$ cat src/rtl/rr_out_port_pkg.sv
// Shared NoC definitions: packet type, packet byte count and serializer states.
package rr_out_port_pkg;

  localparam int PKT_BYTES = 4;
  localparam int PKT_W     = 8 * PKT_BYTES;

  typedef struct packed {
    logic [7:0]  dest_id;
    logic [23:0] body;
  } pkt_t;

  typedef enum logic {IDLE, SEND} ser_state_t;

  // idx counts byte lanes from the least significant end of the packet.
  function automatic logic [7:0] pkt_byte(input pkt_t p, input logic [1:0] idx);
    logic [PKT_W-1:0] raw;
    raw = p;
    return raw[{idx, 3'b000} +: 8];
  endfunction

endpackage

$ cat src/rtl/rr_out_port_fifo.sv
// Packet FIFO: DEPTH entries, power-of-two depth so pointers wrap naturally.
module pkt_fifo
  import rr_out_port_pkg::*;
#(
  parameter int DEPTH = 4
) (
  input  logic                       clk,
  input  logic                       rst_b,
  input  logic                       wr_en,
  input  pkt_t                       wr_data,
  input  logic                       rd_en,
  output pkt_t                       rd_data,
  output logic                       full,
  output logic                       empty,
  output logic [$clog2(DEPTH+1)-1:0] count
);

  localparam int AW = (DEPTH > 1) ? $clog2(DEPTH) : 1;
  localparam int CW = $clog2(DEPTH + 1);

  pkt_t          mem_q [DEPTH];
  logic [AW-1:0] wr_ptr_q, wr_ptr_d;
  logic [AW-1:0] rd_ptr_q, rd_ptr_d;
  logic [CW-1:0] count_q, count_d;
  logic          wr_ok, rd_ok;

  assign full    = (count_q == CW'(DEPTH));
  assign empty   = (count_q == '0);
  assign count   = count_q;
  assign rd_data = mem_q[rd_ptr_q];
  assign wr_ok   = wr_en && !full;
  assign rd_ok   = rd_en && !empty;

  always_comb begin
    wr_ptr_d = wr_ok ? wr_ptr_q + 1'b1 : wr_ptr_q;
    rd_ptr_d = rd_ok ? rd_ptr_q + 1'b1 : rd_ptr_q;
    count_d  = count_q + CW'(wr_ok) - CW'(rd_ok);
  end

  always_ff @(posedge clk or negedge rst_b) begin
    if (!rst_b) begin
      wr_ptr_q <= '0;
      rd_ptr_q <= '0;
      count_q  <= '0;
    end else begin
      wr_ptr_q <= wr_ptr_d;
      rd_ptr_q <= rd_ptr_d;
      count_q  <= count_d;
    end
  end

  // Storage is data only; validity is tracked entirely by count/pointers.
  always_ff @(posedge clk) begin
    if (wr_ok) mem_q[wr_ptr_q] <= wr_data;
  end

endmodule

$ cat src/rtl/rr_out_port.sv
// Output port: arbitrates input channels into a packet FIFO and serializes
// each packet MSB byte first to the downstream node.
module rr_out_port
  import rr_out_port_pkg::*;
#(
  parameter int NUM_IN   = 4,
  parameter int DEPTH    = 4,
  parameter int ARB_MODE = 0
) (
  input  logic                       clk,
  input  logic                       rst_b,
  input  pkt_t [NUM_IN-1:0]          pkts_in,
  input  logic [NUM_IN-1:0]          pkts_avail,
  output logic [NUM_IN-1:0]          pkt_accept,
  input  logic                       free,
  output logic                       put,
  output logic [7:0]                 payload_out,
  output logic                       full,
  output logic [$clog2(DEPTH+1)-1:0] count
);

  localparam int LGW = (NUM_IN > 1) ? $clog2(NUM_IN) : 1;

  logic [LGW-1:0] last_grant_q, last_grant_d, win_idx;
  ser_state_t     state_q, state_d;
  logic [1:0]     byte_cnt_q, byte_cnt_d;
  pkt_t           shift_q, shift_d;
  pkt_t           head;
  logic           empty, pop, push;
  int             cand;

  // Candidates are visited lowest priority first so the last hit wins.
  always_comb begin
    pkt_accept = '0;
    win_idx    = '0;
    cand       = 0;
    if (rst_b && !full) begin
      for (int i = NUM_IN; i >= 1; i--) begin
        if (ARB_MODE == 1) begin
          cand = i - 1;
        end else begin
          cand = int'(last_grant_q) + i;
          if (cand >= NUM_IN) cand = cand - NUM_IN;
        end
        if (pkts_avail[cand[LGW-1:0]]) begin
          pkt_accept                 = '0;
          pkt_accept[cand[LGW-1:0]]  = 1'b1;
          win_idx                    = cand[LGW-1:0];
        end
      end
    end
  end

  assign push         = |pkt_accept;
  assign last_grant_d = push ? win_idx : last_grant_q;

  always_ff @(posedge clk or negedge rst_b) begin
    if (!rst_b) last_grant_q <= LGW'(NUM_IN - 1);
    else        last_grant_q <= last_grant_d;
  end

  pkt_fifo #(.DEPTH(DEPTH)) u_fifo (
    .clk     (clk),
    .rst_b   (rst_b),
    .wr_en   (push),
    .wr_data (pkts_in[win_idx]),
    .rd_en   (pop),
    .rd_data (head),
    .full    (full),
    .empty   (empty),
    .count   (count)
  );

  assign pop = (state_q == IDLE) && !empty && free;

  always_comb begin
    state_d    = state_q;
    byte_cnt_d = byte_cnt_q;
    shift_d    = shift_q;
    case (state_q)
      IDLE: begin
        if (pop) begin
          state_d    = SEND;
          byte_cnt_d = 2'd0;
          shift_d    = head;
        end
      end
      SEND: begin
        byte_cnt_d = byte_cnt_q + 2'd1;
        if (byte_cnt_q == 2'(PKT_BYTES - 1)) state_d = IDLE;
      end
      default: state_d = IDLE;
    endcase
  end

  always_ff @(posedge clk or negedge rst_b) begin
    if (!rst_b) begin
      state_q    <= IDLE;
      byte_cnt_q <= 2'd0;
    end else begin
      state_q    <= state_d;
      byte_cnt_q <= byte_cnt_d;
    end
  end

  always_ff @(posedge clk) begin
    shift_q <= shift_d;
  end

  assign put         = (state_q == SEND);
  assign payload_out = put ? pkt_byte(shift_q, 2'(PKT_BYTES - 1) - byte_cnt_q) : 8'h00;

endmodule
$ cat config.mk
export PLATFORM = sky130hd
export DESIGN_NAME = rr_out_port
export DESIGN_NICKNAME = d
export VERILOG_FILES = /design/src/rtl/rr_out_port_pkg.sv /design/src/rtl/rr_out_port_fifo.sv /design/src/rtl/rr_out_port.sv
export SDC_FILE = /design/constraint.sdc
export NUM_CORES = 1
export LEC_CHECK = 0
export BUFFER_PORTS_ARGS = -buffer_cell sky130_fd_sc_hd__buf_2
export CAP_MARGIN = 20
export CORE_MARGIN = 10
export CORE_UTILIZATION = 50
export CTS_CLUSTER_DIAMETER = 100
export DETAILED_ROUTE_END_ITERATION = 12
export PLACE_DENSITY = 0.78
export SYNTH_ARGS = -nofsm -noshare
export SYNTH_HDL_FRONTEND = slang
export SYNTH_SLANG_ARGS = --single-unit
$ cat constraint.sdc
create_clock -name clk -period 3.6 [get_ports clk]
set_input_delay 0.54 -clock clk [delete_from_list [all_inputs] [get_ports clk]]
set_output_delay 0.54 -clock clk [all_outputs]
set_load 0.01 [all_outputs]
==> results of run 1 <==
-- state kept, by name, summed over array words and instances, names as in the netlist --
register	count
u_fifo.mem_q	128
shift_q	32
u_fifo.count	3
byte_cnt_q	2
last_grant_q	2
u_fifo.rd_ptr_q	2
u_fifo.wr_ptr_q	2
put	1
-- critical path, stage by stage, from the launching register on --
cell and delay, ns:
dfstp_2 0.55, inv_4 0.06, ha_4 0.27, mux4_2 0.57
buf_4 0.19, a21oi_2 0.10, nor2_1 0.06, o31a_1 0.30
or4_4 0.44, buf_6 0.17, ha_4 0.15, inv_2 0.05
fa_1 0.40, inv_1 0.06
-- kinds of logic (layout without fill, tap and decap cells) --
group / after synthesis / count (layout) / share of synthesized area [%]
AOI/OAI and AO/OA: 25 / 25 / 2.094
xor gates and xnor gates: 5 / 5 / 0.5470
adders and majority gates: 14 / 14 / 2.282
buffers and inverters: 46 / 212 / 2.516
DFF: 172 / 172 / 63.80
muxes: 150 / 150 / 25.63
and+or+nand+nor: 46 / 46 / 3.126
-- metal layers --
metal,wire (um),track usage (%),up-vias
met1,7119,20.01,2340
met3,1067,4.913,21
met5,0,0,-
li1,-,-,2128
met2,9313,29.69,185
met4,183,4.404,0
-- area by class of cell --
| class | count | area, um2 | share of cell area (%) |
|---|---|---|---|
| Clock buffer | 19 | 432.9 | 4.480 |
| Tap cell | 216 | 270.3 | 2.796 |
| Multi-Input combinational cell | 240 | 2753 | 28.48 |
| Inverter | 15 | 61.31 | 0.6344 |
| Clock inverter | 13 | 161.4 | 1.670 |
| Sequential cell | 172 | 5109 | 52.86 |
| Timing Repair Buffer | 165 | 877.1 | 9.076 |
-- what timing repair did --
action,4_1_cts,5_1_grt
resized for setup,4,2
setup buffers,0,1
pin swaps,0,0
endpoints found under the setup margin,128,2
gates cloned,0,0
-- path summary, 6_finish.rpt --
| path | depth (start not counted) | slack [ns] | endpoint |
|---|---|---|---|
| max | 13 | 0.16 | u_fifo.count[1] |
| min | 1 | 0.03 | u_fifo.count[1] |
| max reg2reg | 13 | 0.16 | u_fifo.count[1] |
| min reg2reg | 2 | 0.57 | last_grant_q[0] |
| max in group asynchronous | 1 | 3.26 | last_grant_q[1] |
| min in group clk | 2 | 0.57 | last_grant_q[0] |
-- synthesized netlist by cell type, types with 2 or more instances --
cell type,n,area [um2]
edfxtp_1,160,4805
and3b_1,2,17.52
nor3_1,4,20.02
dfstp_2,2,52.55
buf_2,11,55.05
a21oi_1,8,40.04
nand2b_1,3,18.77
ha_1,13,162.7
nand3_1,5,25.02
mux4_2,43,968.4
o31a_1,4,35.03
inv_1,15,56.30
clkbuf_1,12,45.04
mux2_2,2,22.52
mux2i_1,103,1031
and2_1,12,75.07
o211ai_1,2,15.01
buf_1,5,18.77
nor3b_1,2,15.01
dfrtp_1,10,250.2
mux2_4,2,30.03
xnor2_1,5,43.79
a211oi_1,3,22.52
nand2_1,6,22.52
nor2_1,9,33.78
buf_4,2,15.01
o21ai_0,3,15.01
-- power by group --
group          internal, mW  switching (mW)  total, mW
clock network          1.10           0.736       1.83
logic                  1.57            1.78       3.35
registers              3.45           0.418       3.87
==> metrics, run 1 <==
status finished clean; CP startpoint kind register; dpl hpwl 11.99 mm; Main synth FF type edfxtp_1; Rows 46; RSZ-0062 raised after global routing no; DRT Wirelength 17.69 mm; gr usage total 16.96%; Post-synth EDFFs 160; pre-CTS setup slack -0.02398 ns; yosys warns 0; core area 15770 um2; largest net degree at the start of global routing 39; CTS root buf clkbuf_16; Slew @ Worst Pin 0.9498 ns; CP arrival 3.80 ns; Die Y-Extent 146.5 um; pins over their slew limit 0; # hold bufs at CTS 0; sequential-to-total area share from yosys stat 63.80%; Synth cell types 37; ant diodes 0; final setup skew 0.009381 ns; Placed Cells 807; max_cap viols 0; I/O Buffers 151; share of layout cells above drive strength 1 41.67%; commonest cells after routing, fill and taps aside edfxtp_1 (160), buf_2 (151), mux2i_1 (103), mux4_2 (43), clkbuf_16 (17); first-pass GRT wire length 28.52 mm; minimum clock period 3.436 ns; commonest non-fill, non-tap cell in the layout edfxtp_1; CP max FO 9; Fmax achieved 291.1 MHz; GPL Wtd Cong 0.9258; final worst slack 0.1642 ns; Final Setup Violations 0; post-route design area 9664 um2; DRT antenna net count 0; initial DRC count 333; Syn Area/Cell 17.48 um2; r2r startpoint last_grant_q[0]; initial antenna violation count 0; P&R area growth vs syn 20.73%; Max clock buf depth 2; Critical Path Start last_grant_q[0]; Final Hold Vio Count 0; Power Dens Cells 936.2 nW/um2; fin crit share 95.44%; CP required 3.97 ns; Die Area 21470 um2; wire per inst 21.05 um; smallest hold slack 0.02513 ns; final cell count without fillers 840; vias in the first global route 5173; DR pass1 iterations 5; Die X 146.5 um; Tot Pwr 9.048 mW; DR vias/cell 5.564; ys async rst share 6.977%; setup TNS 0 ns; worst setup path class reg2reg; Placement Cell Area 9050 um2; # fillers 1170; Reg clk slew, reported paths 0.07 ns; Congestion Overflow GR 0; P_leak 3.743 nW; clk sinks 172; cells after synthesis 458; fin nets 760; Min-Delay Path Class in2async; FF+latch count, synth 172; Slew HR 35.68%; clk_lat worst skew 0.42 ns; TritonCTS clock tree done; Mapped Nets 607; crit end category register; Max VDD drop 0.4601 mV; final core occ 61.28%; Vias 4674; # IOs 152; # H-tree levels 4; Netlist Area Pre-Place 8005 um2; CTS Buf Count 17; drt drc 0; starting density of the core 50.76%
No activity file was read; power rests on OpenSTA's default activity.
==> run 2: changes to the inputs <==
--- a/config.mk
+++ b/config.mk
@@ -8,10 +8,11 @@
 export BUFFER_PORTS_ARGS = -buffer_cell sky130_fd_sc_hd__buf_2
 export CAP_MARGIN = 20
 export CORE_MARGIN = 10
-export CORE_UTILIZATION = 50
+export CORE_UTILIZATION = 52
+export CTS_BUF_LIST = sky130_fd_sc_hd__clkbuf_4 sky130_fd_sc_hd__clkbuf_8
 export CTS_CLUSTER_DIAMETER = 100
 export DETAILED_ROUTE_END_ITERATION = 12
-export PLACE_DENSITY = 0.78
+export PLACE_DENSITY = 0.81
 export SYNTH_ARGS = -nofsm -noshare
 export SYNTH_HDL_FRONTEND = slang
 export SYNTH_SLANG_ARGS = --single-unit
==> run 2 against run 1 <==
  * Core utilization increased by 1.5 points
  * Flip-flop and latch count unchanged
  * Register-to-register slack got worse by 0.08 ns
  * Global-route usage decreased by 0.41 points
  * Worst hold slack improved by 0.51 ns
  * Non-clock buffer count increased by 10
  * Largest cell class unchanged
  * Highest routed layer unchanged
  * Cell count decreased by 2.1%
  * Sequential share of layout area increased by 0.88 points
  * Combinational power increased by 4%
  * Total power decreased by 5.7%
  * Clock skew increased by 0.0011 ns
  * First-iteration DRC count increased by 30%
==> metrics, run 2 (synthesized netlist as in run 1, its figures left out) <==
# fillers 1072; # IOs 152; setup TNS 0 ns; pins over their slew limit 0; Sequential Power Share 44.7%; Power Dens Cells 897.4 nW/um2; CP required 3.96 ns; Vias 4641; Cell Chain, Critical Path inv_4 > ha_4 > mux4_2 > a21oi_2 > nor2_1 > o31a_1 > or4_1 > buf_6 > ha_4 > inv_2 > fa_1 > xnor2_1 > xnor2_1; Slowest-stage cell, CP mux4_2; Rows 45; P_leak 3.685 nW; Die Y-Extent 144.1 um; Max clock buf depth 2; DR vias/cell 5.646; max_cap viols 0; final core occ 62.77%; Psw 2.824 mW; TritonCTS clock tree done; P&R area growth vs syn 18.76%; DRT antenna net count 0; cell-internal power 5.708 mW; starting density of the core 52.85%; first-pass GRT wire length 26.16 mm; DRT Wirelength 16.93 mm; CTS Buf Count 17; minimum clock period 3.521 ns; CP startpoint kind register; Worst Path Buf+Inv 3; Min-Delay Path Class in2reg; Final Hold Vio Count 0; area of the multi-input gates 2770 um2; Final Setup Violations 0; Reg clk slew, reported paths 0.08 ns; Max VDD drop 0.4901 mV; GPL Wtd Cong 0.9151; Slew HR 44.83%; fin crit share 97.80%; crit end category register; clock power share 14.3%; commonest cells after routing, fill and taps aside edfxtp_1 (160), buf_2 (151), mux2i_1 (103), mux4_2 (43), buf_4 (20); commonest non-fill, non-tap cell in the layout edfxtp_1; CP arrival 3.88 ns; Slew @ Worst Pin 0.8147 ns; Gate power share 40.9%; DR pass1 iterations 5; Switching Share 33.10%; Die Area 20760 um2; initial antenna violation count 0; worst setup path class reg2reg; core area 15150 um2; gr usage total 16.55%; CP max FO 9; largest net degree at the start of global routing 66; Congestion Overflow GR 0; CP delay by family, top simple AND/OR/NAND/NOR gates; vias in the first global route 5081; dpl hpwl 11.89 mm; wire per inst 20.60 um; clk_lat worst skew 0.44 ns; Fmax achieved 284.0 MHz; smallest hold slack 0.5341 ns; status finished clean; Die X 144.1 um; clk sinks 172; initial DRC count 434; share of layout cells above drive strength 1 42.11%; most flop-heavy register u_fifo.mem_q; I/O Buffers 151; fin nets 771; CTS root buf clkbuf_8; # H-tree levels 4; drt drc 0; Critical Path Max Stage Delay 0.57 ns; final setup skew 0.01051 ns; Seq. cell area 5109 um2; ant diodes 0; max FFs per register 128; Tot Pwr 8.531 mW
-- run 2: cell count changes in the layout (fill, tap and decap cells not counted), moves of 2 or more --
cell        before  now
and2_4           4    0
clkinv_1         1    3
clkbuf_1         2    0
and2_2           0    4
buf_4           12   20
clkbuf_8         0   17
inv_6            4    0
clkbuf_16       17    0
clkinvlp_4       0    4
-- run 2: through the flow --
stage | instance area (um2) | cells | setup slack [ns]
3_5_place_dp | 9065 | 784 | 0.09507
3_3_place_gp | 9065 | 784 | 0.2084
5_1_grt | 9507 | 822 | -0.02574
6_report | 9507 | 822 | 0.07928
4_1_cts | 9439 | 816 | 0.06128
2_1_floorplan | 8069 | 458 | -0.03019
-- run 2: worst reg2reg max path, stage by stage (launching register included) --
cell and delay, ns:
dfstp_2 0.56, inv_4 0.06, ha_4 0.29, mux4_2 0.57, a21oi_2 0.16, nor2_1 0.07
o31a_1 0.33, or4_1 0.57, buf_6 0.17, ha_4 0.15, inv_2 0.05, fa_1 0.17
xnor2_1 0.14, xnor2_1 0.14
-- run 2: layout make-up --
cell class / count / share of cell area (%)
clock inverter: 14 / 1.369
sequential: 172 / 53.74
multi-input combinational: 241 / 29.14
clock buffer: 17 / 2.461
inverter: 15 / 0.6449
tap: 188 / 2.474
timing repair buffer: 175 / 10.17
-- run 2: worst paths after layout --
| path | from | endpoint | slack (ns) | cells after the start |
|---|---|---|---|---|
| max | last_grant_q[0] | u_fifo.count[2] | 0.08 | 13 |
| min | free | u_fifo.rd_ptr_q[0] | 0.53 | 3 |
| max reg2reg | last_grant_q[0] | u_fifo.count[2] | 0.08 | 13 |
| min reg2reg | last_grant_q[0] | last_grant_q[0] | 0.57 | 2 |
| max in group asynchronous | rst_b | last_grant_q[0] | 2.73 | 2 |
| min in group asynchronous | rst_b | u_fifo.rd_ptr_q[1] | 0.56 | 2 |
-- run 2: routing by layer --
metal / global-route usage (%) / up-vias / part of all wire, %
li1: - / 2143 / -
met1: 19.80 / 2276 / 41
met2: 28.40 / 190 / 51
met3: 3.903 / 32 / 5.9
met4: 6.341 / 0 / 2.1
met5: 0 / - / 0
-- run 2: power groups by stage --
stage | Combinational, mW | Sequential (mW) | Clock (mW)
3_3_place_gp | 3.24 | 3.81 | 0
3_5_place_dp | 3.41 | 3.87 | 0
2_1_floorplan | 2.56 | 3.63 | 0
6_report | 3.49 | 3.82 | 1.22
5_1_grt | 3.78 | 3.90 | 1.33
4_1_cts | 3.42 | 3.83 | 1.25
-- run 2: what timing repair did --
item                                    CTS  global route
endpoints found under the hold margin    10             0
resized for setup                         0             1
endpoints found under the setup margin    0             2
hold buffers                              1             0
setup buffers                             0             5
